$ cat config.mk
export PLATFORM = sky130hd
export DESIGN_NAME = bus_grant_scheduler
export DESIGN_NICKNAME = d
export VERILOG_FILES = /design/src/rtl/bus_grant_scheduler.sv
export SDC_FILE = /design/constraint.sdc
export NUM_CORES = 1
export LEC_CHECK = 0
export CAP_MARGIN = 20
export CORE_ASPECT_RATIO = 0.5
export CORE_MARGIN = 10
export CORE_UTILIZATION = 32
export CTS_CLUSTER_SIZE = 12
export DETAILED_ROUTE_END_ITERATION = 10
export PLACE_DENSITY = 0.55
export SYNTH_ARGS = -nofsm -noshare
export SYNTH_HDL_FRONTEND = slang
export SYNTH_SLANG_ARGS = --single-unit
$ cat constraint.sdc
create_clock -name clk -period 4.4 [get_ports clk]
set_input_delay 0.44 -clock clk [delete_from_list [all_inputs] [get_ports clk]]
set_output_delay 0.44 -clock clk [all_outputs]
set_load 0.005 [all_outputs]
$ cat src/rtl/bus_grant_scheduler.sv
// Round-robin owner selection for the shared 16-slot register/memory bus.
// Defining GRANT_TIMEOUT_EN adds a hold counter that force-revokes grants after MAX_HOLD cycles.
module bus_grant_scheduler #(
   parameter int N_REQ    = 16,
   parameter int IDX_W    = 4,
   parameter int MAX_HOLD = 255
) (
   input  logic             clk,
   input  logic             rst,
   input  logic [N_REQ-1:0] req,
   input  logic             grant_release,
   output logic             grant_valid,
   output logic [IDX_W-1:0] grant_idx,
   output logic [N_REQ-1:0] grant_onehot,
   output logic             busy,
   output logic             timeout,
   output logic [1:0]       state_dbg
);

   // Handshake: req[i] is a level held until requester i owns the bus; grant_release is a
   // one-cycle pulse from the owner that is honoured only in GRANT and ignored elsewhere.
   typedef enum logic [1:0] {
      ST_IDLE  = 2'd0,
      ST_GRANT = 2'd1,
      ST_GAP   = 2'd2
   } state_t;

   state_t           state;
   logic [IDX_W-1:0] ptr;
   logic [IDX_W-1:0] scan_idx;
   logic [IDX_W-1:0] cand;
   logic             scan_found;
   logic             hold_expired;
   logic             exit_grant;

   // Scan starts at ptr; the IDX_W-bit add wraps 15 -> 0 by itself.
   always_comb begin
      scan_found = 1'b0;
      scan_idx   = '0;
      cand       = '0;
      for (int i = 0; i < N_REQ; i++) begin
         cand = ptr + IDX_W'(i);
         if (!scan_found && req[cand]) begin
            scan_found = 1'b1;
            scan_idx   = cand;
         end
      end
   end

`ifdef GRANT_TIMEOUT_EN
   logic [7:0] hold_cnt;
   logic       timeout_r;

   assign hold_expired = (hold_cnt == 8'(MAX_HOLD - 1));

   // A release or an abandoned request wins over a coincident expiry, so no pulse then.
   always_ff @(posedge clk) begin
      if (rst) begin
         hold_cnt  <= '0;
         timeout_r <= 1'b0;
      end else begin
         timeout_r <= 1'b0;
         if (state == ST_IDLE) begin
            hold_cnt <= '0;
         end else if (state == ST_GRANT) begin
            if (hold_cnt != 8'hFF) hold_cnt <= hold_cnt + 8'd1;
            if (hold_expired && !grant_release && req[grant_idx]) timeout_r <= 1'b1;
         end
      end
   end

   assign timeout = timeout_r;
`else
   assign hold_expired = 1'b0;
   assign timeout      = 1'b0;
`endif

   assign exit_grant = grant_release || !req[grant_idx] || hold_expired;

   always_ff @(posedge clk) begin
      if (rst) begin
         state       <= ST_IDLE;
         ptr         <= '0;
         grant_valid <= 1'b0;
         grant_idx   <= '0;
         busy        <= 1'b0;
      end else begin
         case (state)
            ST_IDLE: begin
               if (scan_found) begin
                  state       <= ST_GRANT;
                  grant_valid <= 1'b1;
                  grant_idx   <= scan_idx;
                  busy        <= 1'b1;
               end
            end
            ST_GRANT: begin
               if (exit_grant) begin
                  state       <= ST_GAP;
                  grant_valid <= 1'b0;
                  grant_idx   <= '0;
                  ptr         <= grant_idx + IDX_W'(1);
               end
            end
            ST_GAP: begin
               state <= ST_IDLE;
               busy  <= 1'b0;
            end
            default: begin
               state       <= ST_IDLE;
               grant_valid <= 1'b0;
               grant_idx   <= '0;
               busy        <= 1'b0;
            end
         endcase
      end
   end

   assign grant_onehot = grant_valid ? (N_REQ'(1) << grant_idx) : '0;
   assign state_dbg    = state;

endmodule
==> summary.txt <==
Remaining DRCs: 0
Synth warnings: 0
main area contributors after synthesis: mux4_2 (12%), mux4_1 (10%), mux2i_1 (8.1%)
setup violators final: 0
io pins: 44
Peak supply drop: 0.000175 V
final worst path period share: 91.6%
# hold bufs at CTS: 0
Vias/cell: 5.79
Power Dens Cells: 516 nW/um2
Synth Flop Type: dfxtp_1
most frequent cells in the layout: nand2_1 (43), clkdlybuf4s50_1 (42), nor2_1 (35)
Seq/Total Area, Yosys: 7.76%
RSZ-0062 raised after global routing: no
Crit. End Element: register
clock sink total: 12
number of enable flip-flop cells after synthesis: 0
Post-Syn Instances: 376
clk buf depth: 2
M2 GR Usage: 21.6%
vias: 3,203
Yosys top cell by area: mux4_2
crit path max fanout: 19
Initial DRT Pass Iterations: 5
Worst-path clk slew: 0.04 ns
Post-DRT Antenna Nets: 0
flops & latches, synth: 12
Iter 0 DRT Violations: 278
die width: 159 um
Most Crowded Layer GR: met2
Root Driver: clkbuf_16
initial core utilization: 32.8%
final cell count without fillers: 553
mapped cell area: 3100 um2
post-synth top area share: 12.4%
GP Congestion: 0.930
clk_skew: 0.00179 ns
worst slew margin relative to its limit: 51.7%
layout cell share with drive strength beyond 1: 15.8%
GRT met3 Usage: 3.91%
Crit Path Class: reg2reg
Fillers: 975
post-CTS sizing: 0
Synth-to-Final Area Change: 22.2%
Critical Path AT: 4.15 ns
Max H-tree Level: 1
row count: 25
global-route wire length before repair: 16,800 um
Slew @ Worst Pin: 0.719 ns
Post-Syn Area per Cell: 8.23 um2
# nets final: 451
worst path required time: 4.52 ns
asr flop ratio synth: 0%
die footprint: 14,200 um2
Clock Latency Late Sink: 0.24 ns
area of the core: 9450 um2
GRT Util Overall: 14.4%
pin count of the biggest net entering global routing: 28
initial antenna violation count: 0
Setup Buffers After CTS: 0
Net Count, Synth: 408
Setup TNS Final: 0 ns
Unique masters post-synth: 61
Fmax: 248 MHz
worst min path class: reg2reg
Leakage: 0.00138 uW
CTS buffer count: 3
vias in the first global route: 3,121
antenna fix cells: 0
PortBufs: 42
Slew Viols, Final: 0
M1 GR Usage: 19.8%
final wirelength: 10,500 um
Die Height: 89.5 um
CTS tree: done
grt total ovfl: 0
crit start category: register
DP HPWL: 8210 um
fin crit period: 4.03 ns
final hold vios: 0
routed len/inst: 19.1 um
status: finished clean
total placed cells including tap cells: 549
leading cell type in the layout, fill and taps excluded: nand2_1
max-cap violation count: 0
==> where the power goes <==
part	total, uW	leakage (uW)	internal, uW	switching [uW]
clock	185	0.0000442	137	47.7
sequential	199	0.0000987	132	67.1
combinational	1570	0.00124	685	884
==> registers in the layout (all words and copies together) (netlist names) <==
register     flops
state_dbg        2
grant_idx        4
busy             1
grant_valid      1
ptr              4
==> critical path, stage by stage (launching register included) <==
cell and delay (ns):
dfxtp_1 0.33, inv_2 0.08, ha_1 0.42, buf_4 0.33
mux4_1 0.42, mux2_2 0.31, mux2i_2 0.26, o2111ai_2 0.24
nor4b_4 0.48, buf_4 0.26, nand2_1 0.08, nor2_1 0.25
a41oi_1 0.09, a21oi_1 0.26, o21ai_1 0.10
==> per-layer routing <==
layer / share of wire [%] / vias to the layer above
li1: - / 1518
met1: 48 / 1490
met2: 40 / 171
met3: 10 / 24
met4: 2.0 / 0
met5: 0 / -
==> cells by family after synthesis <==
logic type	after synthesis	synth area share [%]
AO/OA/AOI/OAI	94	19.6
multiplexers	68	36.0
flip-flops	12	7.76
XOR/XNOR	12	3.40
other	1	0.121
buffers and inverters	38	6.35
AND/OR/NAND/NOR	138	21.5
adder cells (fa/ha/maj)	13	5.25
==> through the flow <==
stage               worst slack (ns)  power [uW]  instance area (um2)  hold slack (ns)  utilization (%)
global route                   0.114        2110                 3780            0.540             40.1
finish                         0.369        1950                 3780            0.507             40.1
detailed placement             0.429        1730                 3690            0.510             39.1
CTS                            0.427        1930                 3780            0.516             40.1
global placement               0.313        1760                 3690            0.501             39.1
floorplan                      0.372        1300                 3100            0.499                -
==> area by class of cell <==
type	instances	area, um2	share of cell area [%]
inverter	13	48.8	1.29
clock buffer	4	88.8	2.35
timing repair buffer	63	578	15.3
multi-input combinational	326	2660	70.3
sequential	12	240	6.35
tap	135	169	4.46
==> cell usage after synthesis (4+ instances only) <==
master	instances
mux2_2	11
nor4_1	4
mux4_2	17
a31oi_1	6
nand2b_1	6
and3_1	4
mux4_1	12
o21ai_0	21
a211oi_1	6
mux2i_1	25
o22ai_1	6
dfxtp_1	12
xnor2_1	8
buf_2	7
a21oi_1	22
o31ai_1	4
nor3_1	10
xor2_1	4
nand2_1	43
inv_1	11
nand3_1	17
nor2_1	35
clkbuf_1	11
nor2b_1	6
buf_6	4
ha_1	13
==> path summary, 6_finish.rpt <==
kind,from,end,slack (ns),cells after the start
setup / recovery,ptr[0],grant_idx[3],0.37,14
hold / removal,busy,busy,0.51,2
setup reg to reg,ptr[0],grant_idx[3],0.37,14
hold reg to reg,busy,busy,0.51,2
Note: power is estimated with default switching activity, not from simulation.
